[src/rtl/pop_pair_gen_if.sv]
// pop_pair_gen_if -- parent-pair handshake between pop_pair_gen and the
// crossover stage.
//   pair_valid : producer -> consumer, a pair is presented
//   pair_ready : consumer -> producer, pair accepted when both high at clk edge
//   parent_a   : producer -> consumer, first parent population index
//   parent_b   : producer -> consumer, second parent population index
interface pop_pair_gen_if;
  logic       pair_valid;
  logic       pair_ready;
  logic [5:0] parent_a;
  logic [5:0] parent_b;

  modport master (output pair_valid, output parent_a, output parent_b, input pair_ready);
  modport slave  (input pair_valid, input parent_a, input parent_b, output pair_ready);
endinterface

[src/rtl/pop_pair_gen.sv]
// pop_pair_gen -- parent-pair generator downstream of the population sorter.
// On a sort_done rise (in IDLE) it latches the ELITE best-ranked indices, then
// streams pseudo-random parent pairs drawn from that elite set.
// Optional feature macro: POP_PAIR_GEN_ELITISM_EN -- when defined, ELITE clone
// pairs (elite[r], elite[r]) precede the PAIRS random pairs.
// Ports:
//   clk, reset    : clock, synchronous active-high reset
//   sorted_in     : ranked index bus, rank r at [6r+5:6r]
//   sort_done     : sorter done level (rising edge triggers capture)
//   pair          : master side of pop_pair_gen_if (valid/ready + parents)
//   pair_count    : pairs accepted in the current generation
//   busy          : high in LOAD or EMIT
//   done          : one-cycle pulse after the last accepted pair
module pop_pair_gen #(
  parameter int          POP       = 50,
  parameter int          ELITE     = 10,
  parameter int          PAIRS     = 40,
  parameter logic [15:0] LFSR_SEED = 16'hACE1
) (
  input  logic                 clk,
  input  logic                 reset,
  input  logic [6*POP-1:0]     sorted_in,
  input  logic                 sort_done,
  pop_pair_gen_if.master       pair,
  output logic [5:0]           pair_count,
  output logic                 busy,
  output logic                 done
);
  localparam int RW = (ELITE > 1) ? $clog2(ELITE) : 1;
  localparam int PW = 8 + RW;
`ifdef POP_PAIR_GEN_ELITISM_EN
  localparam int TOTAL = ELITE + PAIRS;
`else
  localparam int TOTAL = PAIRS;
`endif

  typedef enum logic [1:0] {IDLE, LOAD, EMIT, DONE} state_t;

  state_t        state;
  logic [15:0]   lfsr;
  logic          sort_done_q;
  logic          valid_q;
  logic [5:0]    elite [ELITE];

  logic          trig;
  logic          xfer;
  logic          rnd_phase;
  logic [RW-1:0] clone_idx;
  logic [PW-1:0] prod_a, prod_b;
  logic [RW-1:0] rank_a, rank_b, rank_b_raw;
  logic [15:0]   lfsr_next;
  logic [5:0]    pa, pb;

  generate
    if (ELITE < POP) begin : g_unused
      logic unused_hi;
      assign unused_hi = ^sorted_in[6*POP-1:6*ELITE];
    end
  endgenerate

  assign trig = sort_done & ~sort_done_q;
  assign xfer = valid_q & pair.pair_ready;

`ifdef POP_PAIR_GEN_ELITISM_EN
  // Clone pairs come first; pair_count doubles as the clone rank there.
  assign rnd_phase = (pair_count >= 6'(ELITE));
  assign clone_idx = pair_count[RW-1:0];
`else
  assign rnd_phase = 1'b1;
  assign clone_idx = '0;
`endif

  // Scale each LFSR byte into [0, ELITE) at full width so no rank overflows.
  assign prod_a     = PW'(lfsr[7:0])  * PW'(ELITE);
  assign prod_b     = PW'(lfsr[15:8]) * PW'(ELITE);
  assign rank_a     = RW'(prod_a >> 8);
  assign rank_b_raw = RW'(prod_b >> 8);
  // Collision bumps B to the next rank so the two parents always differ.
  assign rank_b     = (rank_b_raw != rank_a)       ? rank_b_raw :
                      (rank_a == RW'(ELITE - 1))   ? '0 : rank_a + 1'b1;

  assign lfsr_next = {1'b0, lfsr[15:1]} ^ (lfsr[0] ? 16'hB400 : 16'h0000);

  // Parents come only from registers (lfsr, elite, pair_count, valid_q).
  always_comb begin
    pa = '0;
    pb = '0;
    if (valid_q) begin
      if (rnd_phase) begin
        pa = elite[rank_a];
        pb = elite[rank_b];
      end else begin
        pa = elite[clone_idx];
        pb = elite[clone_idx];
      end
    end
  end

  assign pair.pair_valid = valid_q;
  assign pair.parent_a   = pa;
  assign pair.parent_b   = pb;

  always_ff @(posedge clk) begin
    if (reset) begin
      state       <= IDLE;
      lfsr        <= LFSR_SEED;
      pair_count  <= '0;
      sort_done_q <= 1'b1;  // a level held across reset is not a rise
      valid_q     <= 1'b0;
      busy        <= 1'b0;
      done        <= 1'b0;
      for (int r = 0; r < ELITE; r++) elite[r] <= '0;
    end else begin
      sort_done_q <= sort_done;
      case (state)
        IDLE: begin
          done <= 1'b0;
          if (trig) begin
            for (int r = 0; r < ELITE; r++) elite[r] <= sorted_in[6*r +: 6];
            pair_count <= '0;
            busy       <= 1'b1;
            state      <= LOAD;
          end
        end
        LOAD: begin
          valid_q <= 1'b1;
          state   <= EMIT;
        end
        EMIT: begin
          if (xfer) begin
            pair_count <= pair_count + 6'd1;
            if (rnd_phase) lfsr <= lfsr_next;
            if (pair_count == 6'(TOTAL - 1)) begin
              valid_q <= 1'b0;
              busy    <= 1'b0;
              done    <= 1'b1;
              state   <= DONE;
            end
          end
        end
        default: begin
          done  <= 1'b0;
          state <= IDLE;
        end
      endcase
    end
  end
endmodule

[src/flat_wrapper.sv]
// flat-port wrapper written by rule: the top's interface ports become plain ports
module pop_pair_gen_flat 
#(
  parameter int          POP       = 50,
  parameter int          ELITE     = 10,
  parameter int          PAIRS     = 40,
  parameter logic [15:0] LFSR_SEED = 16'hACE1
)
  (clk, reset, sorted_in, sort_done, pair_count, busy, done, pair_pair_valid, pair_parent_a, pair_parent_b, pair_pair_ready);
  pop_pair_gen_if pair_i ();
  input  logic clk;
  input  logic reset;
  input  logic [6*POP-1:0] sorted_in;
  input  logic sort_done;
  output logic [5:0] pair_count;
  output logic busy;
  output logic done;
  output wire logic [$bits(pair_i.pair_valid)-1:0] pair_pair_valid;
  output wire logic [$bits(pair_i.parent_a)-1:0] pair_parent_a;
  output wire logic [$bits(pair_i.parent_b)-1:0] pair_parent_b;
  input wire logic [$bits(pair_i.pair_ready)-1:0] pair_pair_ready;
  assign pair_pair_valid = pair_i.pair_valid;
  assign pair_parent_a = pair_i.parent_a;
  assign pair_parent_b = pair_i.parent_b;
  assign pair_i.pair_ready = pair_pair_ready;
  pop_pair_gen #(.POP(POP), .ELITE(ELITE), .PAIRS(PAIRS), .LFSR_SEED(LFSR_SEED)) u_core (.clk(clk), .reset(reset), .sorted_in(sorted_in), .sort_done(sort_done), .pair(pair_i), .pair_count(pair_count), .busy(busy), .done(done));
endmodule
[config.mk]
export PLATFORM = sky130hd
export DESIGN_NAME = pop_pair_gen_flat
export DESIGN_NICKNAME = d
export VERILOG_FILES = /design/src/rtl/pop_pair_gen_if.sv /design/src/rtl/pop_pair_gen.sv /design/src/flat_wrapper.sv
export SDC_FILE = /design/constraint.sdc
export NUM_CORES = 1
export LEC_CHECK = 0
export ABC_AREA = 1
export BUFFER_PORTS_ARGS = -buffer_cell sky130_fd_sc_hd__clkbuf_2
export CAP_MARGIN = 20
export CORE_AREA = 4 4 125 127
export DETAILED_ROUTE_END_ITERATION = 8
export DIE_AREA = 0 0 129 131
export GPL_TIMING_DRIVEN = 0
export PLACE_DENSITY = 0.75
export SLEW_MARGIN = 10
export SYNTH_ARGS = -nofsm -noshare
export SYNTH_HDL_FRONTEND = slang
export SYNTH_SLANG_ARGS = --single-unit
[constraint.sdc]
create_clock -name clk -period 4.69 [get_ports clk]
set_input_delay 0.938 -clock clk [delete_from_list [all_inputs] [get_ports clk]]
set_output_delay 0.938 -clock clk [all_outputs]
set_load 0.005 [all_outputs]
==> metrics.md <==
| Metric | Value |
|---|---|
| Net Sw Frac | 32.3% |
| Most common cell after layout, fill and taps aside | nand2_1 |
| Internal power | 1.60 mW |
| Die Span X | 129 µm |
| Sequential share of power | about two fifths |
| Global-route wire length before repair | between 20 and 25 mm |
| Reg area | ~2400 µm² |
| Most used cell, CP | nand2_1 |
| Syn Inst Count | 786 |
| Max-slew violations | 0 |
| Remaining DRCs | 0 |
| CTS buffer count | 9 |
| Area delta synth->final | 19.7% |
| Initial DRT Pass Iterations | 5 |
| CORE AREA | 14400 µm² |
| Slew headroom | a little under half |
| Type of the worst min-delay path | reg2reg |
| WL/cell | 13.9 µm |
| Syn Std Cell Area | around 5800 µm² |
| Met2 Resource Use GR | 28.5% |
| Most frequent cells in the layout | nand2_1 (197), nand3_1 (132), inv_1 (129), clkbuf_2 (84), nor2_1 (82) |
| Clk pin slew, worst setup/hold paths | 0.06 ns |
| Root Driver | clkbuf_16 |
| Placed cell count | approximately 1100 |
| Layout Skew | about 0.0060 ns |
| Slowest stage delay, CP | 0.34 ns |
| Post-synthesis sequential area ratio | 41.1% |
| Post-synth top flop | edfxtp_1 |
| Setup violations, final | 0 |
| WP data arrival | 3.56 ns |
| Hold_buf cts | 0 |
| Max Clock Freq | 222 MHz |
| Synth cell types | 37 |
| Initial antenna violation count | 0 |
| Yosys warning count | 0 |
| Slew @ Worst Pin | 0.782 ns |
| Clock power share | roughly 32% |
| NumNets Final | 1218 |
| Initial drt markers | 559 |
| Worst Path Class, Setup | reg2out |
| Vias in the first global route | 5015 |
| Slowest stage cell, crit path | dfxtp_1 |
| H-tree depth | 3 |
| Crit path cell chain | ha_1 > ha_1 > nand2_1 > inv_1 > nand2_1 > nand3_2 > nand2_1 > nand2_2 > clkbuf_8 > ha_1 > nand2_1 > nand3_1 > nand2_2 > clkbuf_4 > nand3_1 > nand3_1 > nand3_1 > nand2_1 > inv_1 > clkbuf_2 |
| Starting density of the core | 39.9% |
| GRT Util Overall | about 18% |
| Required time worst endpoint | 3.75 ns |
| # IOs | 325 |
| Die Y | 131 µm |
| Max VDD drop | 0.216 mV |
| Via density | approximately 5 |
| Routability congestion estimate | between 0.9 and 1 |
| Met1 Use GR | a little under a quarter |
| Grt ovf | 0 |
| Leak pwr | 3.46 nW |
| FILL cells | ~1400 |
| Part of the power in combinational logic | between 20% and 30% |
| Sum Neg Setup Slack | 0 ns |
| CTS sink cnt | 88 |
| Maximum root-to-sink buffer count | 2 |
| Ant diodes | 0 |
| Final Hold Viols | 0 |
| Largest net degree at the start of global routing | a little over 60 |
| Post-synth EDFFs | 60 |
| Row cnt | 44 |
| Most crowded layer after global routing | met2 |
| Power density over the cells | 343 nW/µm² |
| Setup crit end kind | output port |
| DPL Wire Length | roughly 11 mm |
| Fin crit share | 96.0% |
| Fraction of registers with async set or reset after synthesis | 0% |
| Startpoint types | register |
| Sw power | approximately 760 µW |
| Final min period | 4.50 ns |
| CTS tree | built |
| Mean post-synth cell area | 7.32 µm² |
| Synth Register Bits | 88 |
| Met3 GRT Util | 3.66% |
| Largest fanout on the critical path | 10 |
| Share of layout cells above drive strength 1 | 17.7% |
| MaxCap Viol Count | 0 |
| Footprint of the multi-input gates | 2820 µm² |
| Synth Net Count | between 1000 and 1500 |
| Die Area | 16900 µm² |
| Routed Antenna Nets | 0 |
| Fin cells | 1077 |
| Port Buffer Count | 84 |
| Status | finished clean |
| Total detailed-routing wirelength | 15.0 mm |
| Routed vias | 5389 |
| Latest clock arrival within the worst-skew pair | 0.34 ns |
-- power groups by stage --
stage	combinational, mW	clock, mW	sequential [mW]
floorplan	0.443	0	0.946
global placement	0.620	0	0.961
detailed placement	0.625	0	0.958
CTS	0.639	0.766	0.943
global route	0.733	0.803	0.952
finish	0.665	0.755	0.944
-- critical path, delay by kind of cell, from the launching register on --
kind	cells	cell delay (ns)
flops	1	0.34
simple gates	12	1.29
fa+ha+maj	3	0.90
buf+inv	5	0.68
-- layout make-up --
class | instances | area share [%]
buffer | 24 | 2.18
inverter | 139 | 7.58
tap | 184 | 3.34
clock buffer | 11 | 3.38
sequential | 88 | 34.4
multi-input combinational | 534 | 41.0
clock inverter | 5 | 1.18
timing repair buffer | 92 | 6.98
-- sequential cells by signal, indices dropped and copies added (netlist names) --
signal and cells:
u_core.pair.pair_valid 1, u_core.elite 60, u_core.busy 1, u_core.sort_done_q 1
u_core.done 1, u_core.pair_count 6, u_core.lfsr 16, u_core.state 2
-- layer usage --
layer | wire length (µm) | vias up
met1 | 6430 | 2380
met5 | 0 | -
met3 | 1020 | 45
met4 | 606 | 0
li1 | - | 2732
met2 | 6940 | 232
-- synthesized netlist by cell type, drive strengths merged (2+ instances only) --
cell type	count	area share, %
clkinv	6	0.39
edfxtp	60	31
nand4	7	0.76
buf	13	1.4
nand3	135	12
o211ai	12	1.6
dfxtp	28	9.7
xnor2	2	0.30
clkbuf	12	0.78
o21ai	21	2.0
ha	26	5.7
inv	133	8.7
nor2	85	6.2
xor2	2	0.30
a21oi	21	2.1
nand2	216	16
-- logic make-up (layout without fill, tap and decap cells) --
kind of cell,count (synthesis),in the layout,share of synthesized area (%)
xor gates and xnor gates,4,4,0.609
DFF,88,88,41.1
AOI/OAI and AO/OA,57,57,6.00
adders and majority gates,26,26,5.66
buffers and inverters,164,271,11.3
and+or+nand+nor,447,447,35.4
-- metrics by stage --
step,power [mW],setup WS [ns],cell area (µm²),utilization (%),hold slack (ns)
finish,2.36,0.188,6890,47.7,0.474
floorplan,1.39,0.856,5750,-,0.458
global route,2.49,-0.00527,6890,47.7,0.513
detailed placement,1.58,-0.117,6410,44.4,0.468
CTS,2.35,0.0381,6780,47.0,0.480
global placement,1.58,-0.130,6400,44.4,0.459
-- final timing paths --
kind | slack (ns) | from | depth (start not counted) | end
worst min register to register | 0.47 | u_core.done$_SDFFE_PP0P_ | 2 | u_core.done$_SDFFE_PP0P_
worst max-delay path | 0.19 | u_core.lfsr[4]$_SDFFE_PP0P_ | 20 | pair_parent_b[2]
worst max register to register | 2.19 | u_core.state[0]$_SDFFE_PP0P_ | 14 | u_core.pair_count[5]$_SDFFE_PP0P_
worst min-delay path | 0.47 | u_core.done$_SDFFE_PP0P_ | 2 | u_core.done$_SDFFE_PP0P_
-- timing repair --
item	4_1_cts	5_1_grt
gates resized for setup	9	17
pin swaps	1	3
buffers inserted	3	5
setup endpoints to repair	6	6
Power figures use the tool's default switching activity.
